### config.mk
export PLATFORM = sky130hd
export DESIGN_NAME = thor2022_rfsrc_recover
export DESIGN_NICKNAME = d
export VERILOG_FILES = /design/src/rtl/thor2022_rfsrc_recover.sv
export SDC_FILE = /design/constraint.sdc
export NUM_CORES = 1
export LEC_CHECK = 0
export BUFFER_PORTS_ARGS = -buffer_cell sky130_fd_sc_hd__buf_2
export CORE_AREA = 2 2 76 60
export CTS_BUF_LIST = sky130_fd_sc_hd__clkbuf_16
export CTS_CLUSTER_DIAMETER = 60
export DETAILED_ROUTE_END_ITERATION = 16
export DIE_AREA = 0 0 78 62
export HOLD_SLACK_MARGIN = 0.1
export PLACE_DENSITY = 0.85
export SYNTH_ARGS = -nofsm -noshare
export SYNTH_HDL_FRONTEND = slang
export SYNTH_SLANG_ARGS = --single-unit
### constraint.sdc
create_clock -name clk -period 4 [get_ports clk]
set_input_delay 0.8 -clock clk [delete_from_list [all_inputs] [get_ports clk]]
set_output_delay 0.8 -clock clk [all_outputs]
set_load 0.005 [all_outputs]
### src/rtl/thor2022_rfsrc_recover.sv
// thor2022_rfsrc_recover: branch-miss sequencer that clears and rebuilds the register-source table from the reorder buffer
module thor2022_rfsrc_recover #(
  parameter int REB_ENTRIES = 8,
  parameter int IDW = 3
) (
  input  logic                     clk,
  input  logic                     rst,
  input  logic                     miss_i,
  input  logic [IDW-1:0]           head_i,
  input  logic [IDW:0]             cnt_i,
  input  logic [REB_ENTRIES-1:0]   ent_v_i,
  input  logic [REB_ENTRIES-1:0]   ent_wr_i,
  input  logic [6*REB_ENTRIES-1:0] ent_rt_i,
  input  logic [6*REB_ENTRIES-1:0] ent_rt2_i,
  output logic                     busy_o,
  output logic                     stall_o,
  output logic                     clr_o,
  output logic                     wr0_o,
  output logic [5:0]               wr0_reg_o,
  output logic                     wr1_o,
  output logic [5:0]               wr1_reg_o,
  output logic [5:0]               wr_src_o,
  output logic                     done_o
);
  typedef enum logic [1:0] {IDLE, CLEAR, WALK, DONE} state_t;
  localparam logic [IDW:0] MAX_CNT = (IDW+1)'(REB_ENTRIES);
  localparam logic [IDW-1:0] LAST = IDW'(REB_ENTRIES - 1);
  state_t r_state, w_state_nx;
  logic [IDW-1:0] r_ptr, w_ptr_nx;
  logic [IDW:0] r_rem, w_rem_nx;
  logic [5:0] w_rt [REB_ENTRIES];
  logic [5:0] w_rt2 [REB_ENTRIES];
  logic [5:0] w_rt_cur, w_rt2_cur;
  logic w_walk, w_live;
  for (genvar i = 0; i < REB_ENTRIES; i++) begin : g_ent
    assign w_rt[i]  = ent_rt_i[6*i +: 6];
    assign w_rt2[i] = ent_rt2_i[6*i +: 6];
  end
  assign w_walk    = r_state == WALK;
  assign w_rt_cur  = w_rt[r_ptr];
  assign w_rt2_cur = w_rt2[r_ptr];
  assign w_live    = w_walk & ent_v_i[r_ptr] & ent_wr_i[r_ptr];
  assign busy_o    = r_state != IDLE;
  assign stall_o   = miss_i | busy_o;
  assign clr_o     = r_state == CLEAR;
  assign done_o    = r_state == DONE;
  assign wr0_o     = w_live & (w_rt_cur != 6'd0);
  assign wr1_o     = w_live & (w_rt2_cur != 6'd0) & (w_rt2_cur != w_rt_cur);
  assign wr0_reg_o = w_walk ? w_rt_cur : 6'd0;
  assign wr1_reg_o = w_walk ? w_rt2_cur : 6'd0;
  assign wr_src_o  = w_walk ? {{(6-IDW){1'b0}}, r_ptr} : 6'd0;
  always_comb begin
    w_state_nx = r_state;
    w_ptr_nx   = r_ptr;
    w_rem_nx   = r_rem;
    if (miss_i) begin
      w_state_nx = CLEAR;
      w_ptr_nx   = head_i;
      w_rem_nx   = cnt_i > MAX_CNT ? MAX_CNT : cnt_i;
    end else begin
      w_state_nx = r_state == CLEAR ? (r_rem != '0 ? WALK : DONE) :
                   w_walk           ? (r_rem > 1 ? WALK : DONE) : IDLE;
      w_ptr_nx   = w_walk ? (r_ptr == LAST ? '0 : r_ptr + 1'b1) : r_ptr;
      w_rem_nx   = w_walk ? r_rem - 1'b1 : r_rem;
    end
  end
  always_ff @(posedge clk) begin
    if (!rst) begin
      r_state <= IDLE;
      r_ptr   <= '0;
      r_rem   <= '0;
    end else begin
      r_state <= w_state_nx;
      r_ptr   <= w_ptr_nx;
      r_rem   <= w_rem_nx;
    end
  end
endmodule

==> flow_summary.ini <==
[job]
cap_violations = 0

[final_layout]
num_antenna_cells = 0
nNetsFinal = 429
post_route_cells_drive_above_1_share_pct = 60.61
postLayoutCoreUtil_pct = 57.14
syn2layout_area_growth_pct = 48.72
finalNonFillerCells = 354

[synth]
yosys-top-cells-count = mux4_2, nor2_1, and2_1, nand2_1
ys_seq_elements = 9
synth.avg_cell_area_um2 = 9.971
syn-cell-area_mm2 = 0.001615
async_flop_share_pct = 0
synth.distinct_cells = 36
ys_seq_area_share_pct = 11.15
synth_ff_type = dfxtp_1
synth_top_area_share_pct = 32.07
synth_edf_count = 0
netlist_top_cells_area = mux4_2, dfxtp_1, ha_1
yosys_warnings = 0
synth.most_common_cell = mux4_2
netlist_instances = 162
yosysTopAreaCell = mux4_2

[timing]
finalMaxSlewViolations = 0
skew_ps = 2.485
fin_crit_sh_pct = 86.44
final_hold_viol_count = 0
max_freq_ghz = 0.2892
rsz0062_at_grt = no
max_slew.worst_pin.slew_ps = 795.1
finalSetupViolCount = 0
setup_tns_ps = 0
slew_headroom_pct = 46.92
min_period_ps = 3458

[clock_tree]
ctsHtreeMaxLevel = 1
cts_buffers = 3
worstSkewPairLatency_ps = 240
clk_pin_slew_ps = 40
cts_resized = 0
ctsHoldBuffers = 0
cts_num_sinks = 9
cts_setup_buffers = 0
clock_tree.root_cell = clkbuf_16
cts_tree = done
clk_path_buf_depth = 2

[pwr]
power_frac_comb_pct = 43.8
p_total_mw = 0.5049
intPower_mw = 0.3577
peakVddDrop_mv = 0.1653
power.density_mw_per_mm2 = 210.2
switching_share_pct = 29.16
p_seq_share_pct = 21.3
leakagePower_nw = 1.183
netSwitchingPower_mw = 0.1472
pwr-share-clk_pct = 34.8

[critical_path]
start_kind = flop
end_kind = output port
r2r_start = r_state[0]
cpMaxStageDelayCell = dfxtp_2
slowest_delay_ps = 570
r2r-end = r_rem[3]
rrSetupSlack_ps = 1820
required_ps = 3200
crit_path_cell_trace = buf_4, buf_4, mux4_2, mux2i_1, xnor2_1, a31oi_1, buf_2
crit_path_start = r_ptr[0]
crit_top_cell = buf_4
crit_type = reg -> out
r2r_cells = 7
critPathArrivalTime_ps = 2660
crit_buf_inv = 3
cpLargestDelayFamily = multiplexers
worstPathMaxFanout = 15

[global_route]
gr-usage-met2_pct = 43.10
met3_usage_pct = 4.191
antenna_found_initial = 0
grt.met1_usage_pct = 26.56
grt_pass1_wl_mm = 8.418
grt_util_all_layers_pct = 22.51
grt_max_degree = 21
grt_pass1_vias = 1817
grt.overflow.total = 0
busiest_layer = met2

[route]
drtIter0Drc = 63
vias = 1844
via_per_inst = 5.209
wl_per_cell_um = 15.13
dr.pass1.iters = 4
drt-total-wl_mm = 5.356
drt_drc_violations_left = 0
ant_nets = 0

[run_status]
status = finished clean

[worst_hold_path]
hold_start = r_rem[2]
hold_class = reg -> reg
whs_path_depth = 2
hold_end = r_rem[2]

[floorplanning]
initial_core_util_pct = 38.42
core_mm2 = 0.004204
ios = 146
die-area_mm2 = 0.004836
rows = 21
die_y_um = 62
die_w_um = 78

[placed_design]
io_buffers = 142
gp_congestion = 0.8093
post-dp-hpwl_mm = 4.514
dp.cells = 350
-- cells by family after synthesis --
group                    count (synthesis)  share of synthesized area, %
AND/OR/NAND/NOR                         48                         14.49
multiplexers                            38                         45.47
buffers and inverters                   25                         8.830
AO/OA/AOI/OAI                           24                         8.521
adder cells (fa/ha/maj)                  9                         6.971
flip-flops                               9                         11.15
XOR/XNOR                                 8                         4.338
other                                    1                        0.2322
-- flip-flops by register name (all words and copies together) (netlist names) --
| register | cells |
|---|---|
| r_ptr | 3 |
| r_rem | 4 |
| r_state | 2 |
-- cells in the final DEF (no fill, tap or decap), types with 7 or more instances in the layout --
| master | count |
|---|---|
| inv_1 | 9 |
| mux4_2 | 23 |
| and2_1 | 11 |
| ha_1 | 9 |
| o21ai_0 | 7 |
| buf_2 | 142 |
| dfxtp_1 | 8 |
| nand2_1 | 11 |
| nor2_1 | 13 |
-- how the worst max path moves through the flow --
stage | depth (start not counted) | endpoint | slack [ps]
after CTS | 7 | wr1_o | 530
after detailed placement | 7 | wr1_o | 730
after global placement | 7 | wr1_o | 780
final | 7 | wr1_o | 540
after global routing | 7 | wr1_o | 280
after floorplan | 5 | wr1_o | 1150
-- metal layers --
layer / vias up / part of all wire (%)
li1: 871 / -
met1: 869 / 39
met2: 92 / 51
met3: 12 / 8.5
met4: 0 / 1.7
met5: - / 0
-- worst register-to-register path, delay by kind of cell (launching register included) --
| kind | cells | cell delay [ps] |
|---|---|---|
| fa+ha+maj | 1 | 580 |
| simple gates | 3 | 550 |
| buf+inv | 2 | 460 |
| flops | 1 | 320 |
| xor+xnor | 1 | 190 |
-- power by group through the flow --
stage / Clock [mW] / Sequential [mW] / Combinational, mW
finish: 0.176 / 0.108 / 0.221
global route: 0.183 / 0.109 / 0.243
CTS: 0.177 / 0.108 / 0.222
detailed placement: 0 / 0.109 / 0.220
global placement: 0 / 0.109 / 0.213
floorplan: 0 / 0.101 / 0.147
-- metrics by stage --
stage / hold slack [ps] / area [µm²] / setup slack [ps]
after detailed placement: 479.4 / 2323 / 730.8
after floorplan: 450.1 / 1623 / 1150
after CTS: 507.9 / 2402 / 528.3
final: 515.5 / 2402 / 542.4
after global placement: 464.9 / 2323 / 784.2
after global routing: 525.2 / 2402 / 279.2
-- cell type report --
cell class / count / area [µm²]
flip-flops and latches: 9 / 181.4
clock buffers: 3 / 75.07
multi-input cells: 130 / 1300
inverters: 8 / 30.03
repair buffers: 146 / 740.7
fillers: 370 / 1802
well taps: 57 / 71.32
clock inverters: 1 / 3.754
(Power assumes the default switching activity.)
